## src/rtl/stream_serializer_pkg.sv

```systemverilog
// Shared types and default widths for the stream serializer.
package stream_serializer_pkg;

  localparam int DEFAULT_DATA_WIDTH = 8;
  localparam int DEFAULT_DIV_WIDTH  = 16;

  typedef enum logic [1:0] {
    IDLE  = 2'd0,
    START = 2'd1,
    DATA  = 2'd2,
    STOP  = 2'd3
  } state_t;

endpackage

```

## src/rtl/stream_serializer_bit_timer.sv

```systemverilog
// Bit-period down-counter: tick_o is high on the last cycle of each bit period.
module bit_timer
  import stream_serializer_pkg::*;
#(
  parameter int DIV_WIDTH = DEFAULT_DIV_WIDTH
) (
  input  logic                 clk_i,
  input  logic                 rst_i,
  input  logic                 load_i,
  input  logic [DIV_WIDTH-1:0] period_i,
  output logic                 tick_o
);

  logic [DIV_WIDTH-1:0] r_cnt;

  always_ff @(posedge clk_i or posedge rst_i) begin
    if (rst_i) begin
      r_cnt <= '0;
    end else if (load_i) begin
      r_cnt <= period_i;
    end else if (r_cnt != '0) begin
      r_cnt <= r_cnt - 1'b1;
    end
  end

  assign tick_o = (r_cnt == '0);

endmodule

```

## src/rtl/stream_serializer.sv

```systemverilog
// Pops words from an upstream FIFO and sends each as start bit, LSB-first data, stop bit.
module stream_serializer
  import stream_serializer_pkg::*;
#(
  parameter int DATA_WIDTH = DEFAULT_DATA_WIDTH,
  parameter int DIV_WIDTH  = DEFAULT_DIV_WIDTH
) (
  input  logic                  clk_i,
  input  logic                  rst_i,
  input  logic                  en_i,
  input  logic [DIV_WIDTH-1:0]  div_i,
  input  logic                  empty_i,
  input  logic [DATA_WIDTH-1:0] data_i,
  output logic                  pop_o,
  output logic                  tx_o,
  output logic                  busy_o,
  output logic                  done_o
);

  localparam int IDX_W = (DATA_WIDTH > 1) ? $clog2(DATA_WIDTH) : 1;

  state_t                r_state;
  logic                  r_tx;
  logic [DATA_WIDTH-1:0] r_shift;
  logic [IDX_W-1:0]      r_idx;
  logic [DIV_WIDTH-1:0]  r_period;

  logic                  w_pop;
  logic                  w_busy;
  logic                  w_tick;
  logic                  w_load;
  logic                  w_last_bit;
  logic [DIV_WIDTH-1:0]  w_load_val;
  logic [DATA_WIDTH-1:0] w_shift_next;

  // Reset gating keeps the strobe low while reset holds the FSM in IDLE.
  assign w_pop        = (r_state == IDLE) & en_i & ~empty_i & ~rst_i;
  assign w_busy       = (r_state != IDLE);
  assign w_load       = w_pop | (w_busy & w_tick);
  assign w_load_val   = w_pop ? div_i : r_period;
  assign w_last_bit   = (r_idx == IDX_W'(DATA_WIDTH - 1));
  assign w_shift_next = r_shift >> 1;

  bit_timer #(
    .DIV_WIDTH(DIV_WIDTH)
  ) u_bit_timer (
    .clk_i    (clk_i),
    .rst_i    (rst_i),
    .load_i   (w_load),
    .period_i (w_load_val),
    .tick_o   (w_tick)
  );

  always_ff @(posedge clk_i or posedge rst_i) begin
    if (rst_i) begin
      r_state  <= IDLE;
      r_tx     <= 1'b1;
      r_shift  <= '0;
      r_idx    <= '0;
      r_period <= '0;
    end else begin
      case (r_state)
        IDLE: begin
          if (w_pop) begin
            r_state  <= START;
            r_shift  <= data_i;
            r_period <= div_i;
            r_idx    <= '0;
            r_tx     <= 1'b0;
          end
        end
        START: begin
          if (w_tick) begin
            r_state <= DATA;
            r_tx    <= r_shift[0];
          end
        end
        DATA: begin
          // tx_o always shows bit 0 of the shift register while in DATA.
          if (w_tick) begin
            if (w_last_bit) begin
              r_state <= STOP;
              r_idx   <= '0;
              r_tx    <= 1'b1;
            end else begin
              r_idx   <= r_idx + 1'b1;
              r_shift <= w_shift_next;
              r_tx    <= w_shift_next[0];
            end
          end
        end
        STOP: begin
          if (w_tick) begin
            r_state <= IDLE;
          end
        end
        default: r_state <= IDLE;
      endcase
    end
  end

  assign pop_o  = w_pop;
  assign tx_o   = r_tx;
  assign busy_o = w_busy;
  assign done_o = (r_state == STOP) & w_tick;

endmodule

```

## config.mk

```make
export PLATFORM = sky130hd
export DESIGN_NAME = stream_serializer
export DESIGN_NICKNAME = d
export VERILOG_FILES = /design/src/rtl/stream_serializer_pkg.sv /design/src/rtl/stream_serializer_bit_timer.sv /design/src/rtl/stream_serializer.sv
export SDC_FILE = /design/constraint.sdc
export NUM_CORES = 1
export LEC_CHECK = 0
export CORE_MARGIN = 10
export CORE_UTILIZATION = 38
export CTS_CLUSTER_SIZE = 14
export DETAILED_ROUTE_END_ITERATION = 8
export SYNTH_ARGS = -nofsm -noshare
export SYNTH_HDL_FRONTEND = slang
export SYNTH_SLANG_ARGS = --single-unit
```

## constraint.sdc

```tcl
create_clock -name clk_i -period 2.5 [get_ports clk_i]
set_input_delay 0.625 -clock clk_i [delete_from_list [all_inputs] [get_ports clk_i]]
set_output_delay 0.625 -clock clk_i [all_outputs]
set_load 0.1 [all_outputs]
```

==> results.tsv <==
metric	value	unit
outcome	complete, no violations	
cell area after synthesis	2670	µm²
Synth top cells by count	nand2_1, dfrtp_1, o21ai_0	
Vias	2185	
Num Clock Sinks	46	
gr usage total	0.120	
CP required	1880	ps
critical path launch point type	input pin	
worst-path cell chain	clkdlybuf4s50_1 -> nor3b_4 -> nand2_1 -> inv_1 -> buf_12	
gp weighted congestion	0.866	
First DRT Iteration DRCs	105	
global-route wire length before repair	10900	µm
post-DR wirelength/cell	14.5	µm
initial antenna violation count	0	
diode count	0	
maximum vdd drop	550	µV
maximum number of pins on one net before global-route repair	47	
Post-synth ARST share	1.00	
DP Wirelength	4540	µm
DRT antenna net count	0	
placement row count	30	
Slew @ Worst Pin	393	ps
MaxCap Viol Count	0	
Die X	104	µm
global route total overflow	0	
most used flip-flop cell after synthesis	dfrtp_1	
crit share post-route	0.965	
Pleak	1.48	nW
# IOs	32	
CP Max Fanout	3	
Initial Util	0.392	
count leader, synth	nand2_1	
Crit Path Category	input pin to output port	
slowest CP cell	clkdlybuf4s50_1	
Final Skew	9.93	ps
placed cells	421	
Slew Limit Fails	0	
area grow syn2layout	27.8	%
Rel. slew slack	0.736	
Num CTS Buffers	5	
Overall Power	3.21	mW
top-area cell type share of the netlist area	0.422	
fin worst setup slack	87.3	ps
worst min-delay path class	flip-flop to flip-flop	
Die Y	104	µm
CTS clk-pin slew, worst paths	90	ps
Crit. End Element	output port	
Post-synth EDFFs	0	
sequential fraction of the synthesis area	0.432	
Syn Area/Cell	9.32	µm²
Netlist cell types	53	
Post-Place Worst Slack	-69.5	ps
# DRC	0	
die area	10800	µm²
Yosys warning count	0	
CP peak stage delay	460	ps
WHS	479	ps
Cells after Synth	286	
Max Root-Sink Buffers	2	
setup TNS	0	ps
core area	6790	µm²
Syn Nets	323	
layout cells sized above 1	0.177	
fmax	414	MHz
PortBufs	31	
Synth area leaders	dfrtp_1, nand2_1, ha_1, o21ai_0, xnor2_1	
Tmin final	2410	ps
pwr/cell area	942	nW/µm²
Layout Nets	370	
vias in the first global route	2268	
CTS tree	yes	
Routed WL	6250	µm
flops & latches, synth	46	
1st-pass router iterations	4	
Final Setup Violations	0	
Data arrival, critical path	1790	ps
clock root buffer	clkbuf_8	
Vias/cell	5.08	
Finished Layout Cells	430	
Yosys top cell by area	dfrtp_1	
Hold Vio Cnt, Final	0	
H-tree Lvls	2	
Skew-Pair Late Insertion Delay	300	ps
worst max-delay path: cells and delay by family:
kind                   cells  cell delay (ps)
AND/OR/NAND/NOR            2              370
buffers and inverters      3              800
registers in the layout, summed over array words and instances, names as in the netlist:
name	flops
u_bit_timer.r_cnt	16
r_shift	8
r_state	2
r_idx	3
r_period	16
tx_o	1
final cells by class:
| class | instances | area (µm²) |
|---|---|---|
| clock buffer | 6 | 82.6 |
| timing repair buffer | 54 | 523 |
| multi-input combinational | 216 | 1430 |
| sequential | 46 | 1150 |
| clock inverter | 2 | 60.1 |
| fill | 634 | 3390 |
| tap | 96 | 120 |
| inverter | 10 | 37.5 |
routing by layer:
layer	routed length [µm]	global-route usage
met3	243	0.0273
met5	0	0
met2	2870	0.190
met1	3040	0.155
met4	92	0.0427
power by group:
group	total (mW)	switching, mW	internal [mW]
sequential	1.27	0.231	1.04
combinational	1.25	0.681	0.568
clock	0.690	0.263	0.427
total	3.21	1.18	2.04
repair_timing:
item,in CTS,in global routing
gates resized for setup,4,3
setup endpoints to repair,1,2
pin swaps,0,1
hold buffers,0,0
buffers inserted,1,0
layout by cell type, fill, tap and decap left out, types with 2 or more instances in the layout:
cell type        netlist  layout
nand3_1                5       5
mux2_2                 2       2
buf_12                 0       4
buf_4                  1      23
nand4b_1               2       2
nor4_1                 2       2
or2b_1                 7       7
nand2_1               61      61
dfrtp_1               45      45
o221ai_1               6       6
ha_1                   9       8
nor3_1                 5       5
a21oi_1                5       5
clkdlybuf4s50_1        0      27
mux2i_1                3       3
bufinv_16              0       2
clkbuf_8               1       6
nor4_4                 2       2
nand3b_1               2       2
inv_2                  0       2
xnor2_1               12      12
inv_1                 10       8
a21o_1                 2       2
o211ai_1              10      10
o311ai_0               2       2
o221a_2                7       7
nand4_1                4       4
or4_1                  2       2
o21ai_0               22      22
nor2_1                20      20
metrics by stage:
step                utilization  area, µm²
floorplan                     -       2670
global route              0.502       3410
finish                    0.502       3410
CTS                       0.499       3390
global placement          0.474       3220
detailed placement        0.474       3220
path summary, 6_finish.rpt:
kind	from	slack [ps]	cells past startpoint	to
max in group asynchronous	rst_i	1380	4	tx_o
worst min register to register	r_period[3]	480	2	r_period[3]
worst max register to register	u_bit_timer.r_cnt[11]	390	6	r_shift[6]
worst min-delay path	r_period[3]	480	2	r_period[3]
worst max-delay path	empty_i	90	5	pop_o
min in group asynchronous	rst_i	860	4	r_state[0]
logic make-up (layout without fill, tap and decap cells):
family,after synthesis,count (layout),share of synthesized area
adder cells (fa/ha/maj),9,9,0.0422
AND/OR/NAND/NOR,125,125,0.248
buffers and inverters,24,72,0.0441
flip-flops,46,46,0.432
multiplexers,5,5,0.0197
AO/OA/AOI/OAI,64,64,0.171
XOR/XNOR,13,13,0.0427
Note: power is estimated with default switching activity, not from simulation.
